$ cat src/rtl/muldiv_pkg.sv
// Shared definitions for the HI/LO multiply/divide sequencer: op codes, FSM states, defaults.
// Latency: n/a (constants and pure helper function only).
// Backpressure: n/a.
package muldiv_pkg;

    localparam int MD_WIDTH = 32;

    localparam logic [2:0] OP_MULT  = 3'd0;
    localparam logic [2:0] OP_MULTU = 3'd1;
    localparam logic [2:0] OP_DIV   = 3'd2;
    localparam logic [2:0] OP_DIVU  = 3'd3;
    localparam logic [2:0] OP_MTHI  = 3'd4;
    localparam logic [2:0] OP_MTLO  = 3'd5;
    localparam logic [2:0] OP_MADD  = 3'd6;
    localparam logic [2:0] OP_MADDU = 3'd7;

    typedef enum logic [1:0] {
        S_IDLE = 2'd0,
        S_RUN  = 2'd1,
        S_FIX  = 2'd2
    } state_e;

    // Signed ops run on magnitudes and fix the signs up in S_FIX.
    function automatic logic op_is_signed(input logic [2:0] op);
        return (op == OP_MULT) || (op == OP_DIV) || (op == OP_MADD);
    endfunction

endpackage

$ cat src/rtl/muldiv_step.sv
// One radix-2 iteration over {acc, q}: shift-add multiply step or restoring-divide step.
// Latency: combinational.
// Backpressure: none; the controller decides when to register the result.
// Ports: is_div selects divide; acc_in/q_in/b_in current state and operand; acc_out/q_out next state.
module muldiv_step #(
    parameter int WIDTH = 32
) (
    input  logic             is_div,
    input  logic [WIDTH-1:0] acc_in,
    input  logic [WIDTH-1:0] q_in,
    input  logic [WIDTH-1:0] b_in,
    output logic [WIDTH-1:0] acc_out,
    output logic [WIDTH-1:0] q_out
);

    logic [WIDTH:0]   sum;
    logic [WIDTH:0]   rem_sh;
    logic [WIDTH-1:0] sub_lo;
    logic             borrow;

    // Multiply: add multiplicand when the multiplier LSB is set, then shift the
    // (WIDTH+1)-bit sum and the multiplier right together.
    assign sum = {1'b0, acc_in} + {1'b0, (q_in[0] ? b_in : {WIDTH{1'b0}})};

    // Divide: shift next dividend bit into the partial remainder, trial-subtract.
    // When the subtraction succeeds the difference is below b_in, so the low
    // WIDTH bits of the subtraction are exact.
    assign rem_sh = {acc_in, q_in[WIDTH-1]};
    assign borrow = rem_sh < {1'b0, b_in};
    assign sub_lo = rem_sh[WIDTH-1:0] - b_in;

    always_comb begin
        acc_out = acc_in;
        q_out   = q_in;
        if (is_div) begin
            acc_out = borrow ? rem_sh[WIDTH-1:0] : sub_lo;
            q_out   = {q_in[WIDTH-2:0], ~borrow};
        end else begin
            {acc_out, q_out} = {sum, q_in[WIDTH-1:1]};
        end
    end

endmodule

$ cat src/rtl/hilo_muldiv_ctrl.sv
// Iterative MULT/DIV sequencer owning the HI/LO pair; MTHI/MTLO write directly.
// Latency: WIDTH+1 edges from accept to HI/LO commit, done pulses the cycle after; MT ops commit on accept.
// Backpressure: accept = start & ~busy; requester holds start until accepted.
// Ports: clk, reset (async active-high); start/op/A/B request; accept, busy, done, div_zero status;
//        hi/lo architectural registers. Optional HILO_MADD_EN enables accumulating ops 6/7.
module hilo_muldiv_ctrl
    import muldiv_pkg::*;
#(
    parameter int WIDTH = MD_WIDTH
) (
    input  logic             clk,
    input  logic             reset,
    input  logic             start,
    input  logic [2:0]       op,
    input  logic [WIDTH-1:0] A,
    input  logic [WIDTH-1:0] B,
    output logic             accept,
    output logic             busy,
    output logic             done,
    output logic             div_zero,
    output logic [WIDTH-1:0] hi,
    output logic [WIDTH-1:0] lo
);

    localparam int              CNT_W = $clog2(WIDTH);
    localparam logic [CNT_W-1:0] LAST = CNT_W'(WIDTH - 1);

    state_e           state, state_nxt;
    logic [CNT_W-1:0] cnt;
    logic [WIDTH-1:0] acc, q, b_reg, a_raw;
    logic [WIDTH-1:0] acc_nxt, q_nxt;
    logic             is_div, neg_res, neg_rem, dz;
`ifdef HILO_MADD_EN
    logic             is_madd;
`endif

    logic             op_div, op_iter, sgn;
    logic [WIDTH-1:0] a_abs, b_abs;
    logic [2*WIDTH-1:0] prod_s;
    logic [WIDTH-1:0] res_hi, res_lo;

    assign busy   = (state != S_IDLE);
    assign accept = start & ~busy;

    always_comb begin
        op_div  = (op == OP_DIV) || (op == OP_DIVU);
        op_iter = op_div || (op == OP_MULT) || (op == OP_MULTU);
`ifdef HILO_MADD_EN
        op_iter = op_iter || (op == OP_MADD) || (op == OP_MADDU);
`endif
        sgn   = op_is_signed(op);
        a_abs = (sgn && A[WIDTH-1]) ? -A : A;
        b_abs = (sgn && B[WIDTH-1]) ? -B : B;
    end

    muldiv_step #(.WIDTH(WIDTH)) u_step (
        .is_div  (is_div),
        .acc_in  (acc),
        .q_in    (q),
        .b_in    (b_reg),
        .acc_out (acc_nxt),
        .q_out   (q_nxt)
    );

    // FSM state register
    always_ff @(posedge clk or posedge reset) begin
        if (reset) state <= S_IDLE;
        else       state <= state_nxt;
    end

    always_comb begin
        state_nxt = state;
        case (state)
            S_IDLE: if (accept && op_iter) state_nxt = S_RUN;
            S_RUN:  if (cnt == LAST)       state_nxt = S_FIX;
            S_FIX:                         state_nxt = S_IDLE;
            default:                       state_nxt = S_IDLE;
        endcase
    end

    // Sign fix-up and commit values, consumed on the S_FIX exit edge.
    always_comb begin
        prod_s = neg_res ? -{acc, q} : {acc, q};
        res_hi = prod_s[2*WIDTH-1:WIDTH];
        res_lo = prod_s[WIDTH-1:0];
        if (is_div) begin
            if (dz) begin
                // Divide by zero: quotient saturates to all ones, HI keeps the raw dividend.
                res_hi = a_raw;
                res_lo = {WIDTH{1'b1}};
            end else begin
                res_hi = neg_rem ? -acc : acc;
                res_lo = neg_res ? -q : q;
            end
        end
`ifdef HILO_MADD_EN
        else if (is_madd) begin
            {res_hi, res_lo} = prod_s + {hi, lo};
        end
`endif
    end

    always_ff @(posedge clk or posedge reset) begin
        if (reset) begin
            cnt      <= '0;
            acc      <= '0;
            q        <= '0;
            b_reg    <= '0;
            a_raw    <= '0;
            is_div   <= 1'b0;
            neg_res  <= 1'b0;
            neg_rem  <= 1'b0;
            dz       <= 1'b0;
`ifdef HILO_MADD_EN
            is_madd  <= 1'b0;
`endif
            hi       <= '0;
            lo       <= '0;
            done     <= 1'b0;
            div_zero <= 1'b0;
        end else begin
            done <= 1'b0;
            case (state)
                S_IDLE: begin
                    if (accept) begin
                        div_zero <= 1'b0;
                        if (op == OP_MTHI) hi <= A;
                        if (op == OP_MTLO) lo <= A;
                        if (op_iter) begin
                            cnt     <= '0;
                            acc     <= '0;
                            a_raw   <= A;
                            is_div  <= op_div;
                            neg_res <= sgn & (A[WIDTH-1] ^ B[WIDTH-1]);
                            neg_rem <= sgn & A[WIDTH-1];
                            dz      <= (B == '0);
`ifdef HILO_MADD_EN
                            is_madd <= (op == OP_MADD) || (op == OP_MADDU);
`endif
                            // Divide shifts the dividend out of q; multiply shifts the multiplier.
                            if (op_div) begin
                                q     <= a_abs;
                                b_reg <= b_abs;
                            end else begin
                                q     <= b_abs;
                                b_reg <= a_abs;
                            end
                        end
                    end
                end
                S_RUN: begin
                    acc <= acc_nxt;
                    q   <= q_nxt;
                    cnt <= (cnt == LAST) ? '0 : cnt + 1'b1;
                end
                S_FIX: begin
                    hi       <= res_hi;
                    lo       <= res_lo;
                    done     <= 1'b1;
                    div_zero <= is_div & dz;
                end
                default: ;
            endcase
        end
    end

endmodule

$ cat config.mk
export PLATFORM = sky130hd
export DESIGN_NAME = hilo_muldiv_ctrl
export DESIGN_NICKNAME = d
export VERILOG_FILES = /design/src/rtl/muldiv_pkg.sv /design/src/rtl/muldiv_step.sv /design/src/rtl/hilo_muldiv_ctrl.sv
export SDC_FILE = /design/constraint.sdc
export NUM_CORES = 1
export LEC_CHECK = 0
export BUFFER_PORTS_ARGS = -buffer_cell sky130_fd_sc_hd__buf_2
export CAP_MARGIN = 10
export CORE_ASPECT_RATIO = 1.75
export CORE_MARGIN = 2
export CORE_UTILIZATION = 60
export DETAILED_ROUTE_END_ITERATION = 16
export PLACE_DENSITY = 0.92
export SYNTH_ARGS = -nofsm -noshare
export SYNTH_HDL_FRONTEND = slang
export SYNTH_SLANG_ARGS = --single-unit
$ cat constraint.sdc
create_clock -name clk -period 7.75 [get_ports clk]
set_clock_uncertainty 0.1 [all_clocks]
set_input_delay 1.1625 -clock clk [delete_from_list [all_inputs] [get_ports clk]]
set_output_delay 1.1625 -clock clk [all_outputs]
set_load 0.02 [all_outputs]
==> metrics.md <==
| Metric | Value |
|---|---|
| DIE HEIGHT | `226 µm` |
| Clock sink total | `205` |
| Die area | `29500 µm²` |
| Num CTS Buffers | `21` |
| Drt pass-1 iters | `7` |
| RR Startpoint | `acc[3]$_DFFE_PP0P_` |
| Final Setup Violations | `0` |
| Root Driver | `clkbuf_16` |
| Simple-gate share of the synthesized area | `20.2%` |
| Synth area leader | `dfrtp_1` |
| Row cnt | `81` |
| Met3 Use GR | `12.2%` |
| Worst Hold Class | `flip-flop to flip-flop` |
| Place WS | `3.45 ns` |
| First DRT Iteration DRCs | `2091` |
| Crit path from | `acc[3]$_DFFE_PP0P_` |
| Register area share after synthesis | `30.4%` |
| Max-slew violation count | `0` |
| Setup TNS | `0 ns` |
| Slowest cell on crit path | `a31oi_1` |
| Crit-path cells | `ha_1, a21o_1, a31oi_1, a21boi_0, a31oi_1, o21bai_1, buf_4, a221oi_4, buf_4, o21ai_0, a221o_1` |
| Clock transition at path regs | `0.07 ns` |
| Worst Reg2Reg Path Length in Cells | `11` |
| Pin count of the biggest net entering global routing | `124` |
| WL/cell | `26.2 µm` |
| Fin crit share | `55.4%` |
| Peak VDD IR | `359 µV` |
| Fin nets | `2351` |
| Worst path buffer plus inverter count | `2` |
| Area contributors post-synth | `dfrtp_1 (30%), nand2_1 (7.5%), o21ai_0 (5.8%)` |
| Grt ovf | `0` |
| GR peak layer | `met2` |
| Synth Register Bits | `205` |
| Post-Syn Area | `16800 µm²` |
| RR Endpoint | `acc[19]$_DFFE_PP0P_` |
| Compound-Gate Fraction of Synth Area | `25.9%` |
| CP arrival | `4.61 ns` |
| Post-synth EDFFs | `0` |
| Count leader, synth | `nand2_1` |
| Ys flop type | `dfrtp_1` |
| Die X | `131 µm` |
| CTS Hold Bufs | `0` |
| Least-Margin Pin Slew | `1.25 ns` |
| Slew HR | `16.1%` |
| Layout area overhead | `9.06%` |
| Syn avg cell area | `7.72 µm²` |
| Largest family of logic cells by synthesized area | `compound AO/OA/AOI/OAI gates` |
| H-tree levels | `1` |
| Yosys warns | `0` |
| Post-route setup slack | `3.46 ns` |
| Via count | `18148` |
| Clock tree buffer depth | `3` |
| Port bufs | `137` |
| Yosys cell types | `78` |
| Total Wirelength | `68.1 mm` |
| Top cells by count, synth | `nand2_1 (337), dfrtp_1 (205), o21ai_0 (195)` |
| Post-synthesis xor/xnor area fraction | `9.62%` |
| Number of max-cap violations | `0` |
| Synth Area in Adders | `5.44%` |
| Crit end category | `flip-flop` |
| Pwr dens | `467 nW/µm²` |
| TritonCTS clock tree | `done` |
| Syn_nets | `2324` |
| Final Hold Fails | `0` |
| Post-CTS resize count | `0` |
| Slowest stage delay, CP | `0.57 ns` |
| FFs w/ async S/R, synth | `100%` |
| Detail Route Antenna Nets | `0` |
| RSZ-0062 raised after global routing | `false` |
| Initial Util | `60.7%` |
| Crit path max fanout | `36` |
| RD Place Congestion | `1.03` |
| Post-synth top area share | `30.4%` |
| Vias per inst | `6.98` |
| Antenna violations before repair | `6` |
| Fmax | `0.233 GHz` |
| Worst-skew pair later-pin latency | `0.54 ns` |
| Post-Synthesis Cells | `2182` |
| Post-DP HPWL | `49.4 mm` |
| Status | `completed` |
| Worst setup path endpoint | `acc[19]$_DFFE_PP0P_` |
| Post-layout min period | `4.29 ns` |
| Vias in the first global route | `17473` |
| Crit Path Class | `flip-flop to flip-flop` |
| Leak | `0.00789 µW` |
| Total track usage | `45.9%` |
| Share of layout cells above drive strength 1 | `10.7%` |
| Top delay family on crit path | `compound AO/OA/AOI/OAI gates` |
| I/O Pins | `138` |
| Met1 usage | `52.6%` |
| Reg2reg setup slack | `3.46 ns` |
| Worst setup SP type | `flip-flop` |
| Core outline area | `27800 µm²` |
| # DRC | `0` |
| First-pass GRT wire length | `102 mm` |
| CP Data Required Time | `8.07 ns` |
| Mux share of post-synthesis cell area | `3.06%` |
| Critical path depth | `11` |
| Setup bufs post-CTS | `0` |
| M2 GR Usage | `69.2%` |
## area by class of cell
type | instances | area (µm²)
antenna | 4 | 10.0
clock buffer | 27 | 568
clock inverter | 9 | 176
fill | 2454 | 9390
inverter | 77 | 297
multi-input combinational | 1744 | 10900
sequential | 205 | 5130
tap | 373 | 467
timing repair buffer | 160 | 858
## metrics by stage
stage          instances  total power, µW  area (µm²)  hold WS (ns)  util, %
4_1_cts             2595             8360       18400         0.384     66.1
3_5_place_dp        2559             7200       17600         0.365     63.5
5_1_grt             2596             9070       18400         0.402     66.1
3_3_place_gp        2559             7070       17600         0.355     63.5
6_report            2599             8590       18400         0.382     66.2
2_1_floorplan       2182             5680       16800         0.340        -
## how the worst min path moves through the flow
stage | startpoint | end | slack, ns | cells after the start
global placement | a_raw[28]$_DFFE_PP0P_ | a_raw[28]$_DFFE_PP0P_ | 0.35 | 2
floorplan | a_raw[23]$_DFFE_PP0P_ | a_raw[23]$_DFFE_PP0P_ | 0.34 | 2
global route | a_raw[13]$_DFFE_PP0P_ | a_raw[13]$_DFFE_PP0P_ | 0.40 | 2
finish | hi[12]$_DFFE_PP0P_ | hi[12]$_DFFE_PP0P_ | 0.38 | 2
detailed placement | a_raw[8]$_DFFE_PP0P_ | a_raw[8]$_DFFE_PP0P_ | 0.36 | 2
CTS | a_raw[8]$_DFFE_PP0P_ | a_raw[8]$_DFFE_PP0P_ | 0.38 | 2
## routing by layer
layer	vias to the layer above	wire [µm]
met4	6	7380
li1	7930	-
met1	8537	23100
met3	404	7340
met5	-	34
met2	1271	30300
## cells in the final DEF, fill, tap and decap left out, drive strengths merged, types with 6 or more instances in the layout
master | Yosys | routed
o21a | 9 | 9
o31ai | 33 | 33
mux2 | 12 | 12
nor4 | 15 | 15
and2 | 8 | 8
o221ai | 19 | 19
nand2 | 337 | 337
a221o | 8 | 8
a22oi | 21 | 21
xor2 | 111 | 111
buf | 19 | 160
xnor2 | 74 | 74
clkbuf | 137 | 27
and3 | 11 | 11
dfrtp | 205 | 205
or2 | 11 | 11
a31oi | 30 | 30
or4 | 16 | 16
a222oi | 6 | 6
nor2 | 184 | 184
o22a | 6 | 6
a21oi | 167 | 167
or3 | 20 | 20
a221oi | 8 | 8
o21ai | 198 | 198
a32oi | 35 | 35
nor3 | 40 | 40
nand2b | 18 | 18
o211ai | 45 | 45
o21bai | 9 | 9
o22ai | 10 | 10
a21o | 22 | 22
inv | 76 | 77
ha | 70 | 70
nand3 | 44 | 44
nor2b | 10 | 10
a211oi | 13 | 13
o41ai | 11 | 11
mux2i | 38 | 38
nand4 | 18 | 18
## worst reg2reg max path, delay by kind of cell, from the launching register on
kind            cells  cell delay (ns)
flops               1             0.50
compound gates      8             2.44
buf+inv             2             0.69
fa+ha+maj           1             0.44
## kinds of logic after synthesis
| logic type | Yosys count |
|---|---|
| and+or+nand+nor | 753 |
| AOI/OAI and AO/OA | 684 |
| buffers and inverters | 233 |
| DFF | 205 |
| xor gates and xnor gates | 185 |
| adders and majority gates | 72 |
| muxes | 50 |
## power by group
part | internal, µW | switching (µW)
Sequential | 1530 | 763
Combinational | 1960 | 3180
Clock | 684 | 474
Total | 4170 | 4420
Power figures use the tool's default switching activity.
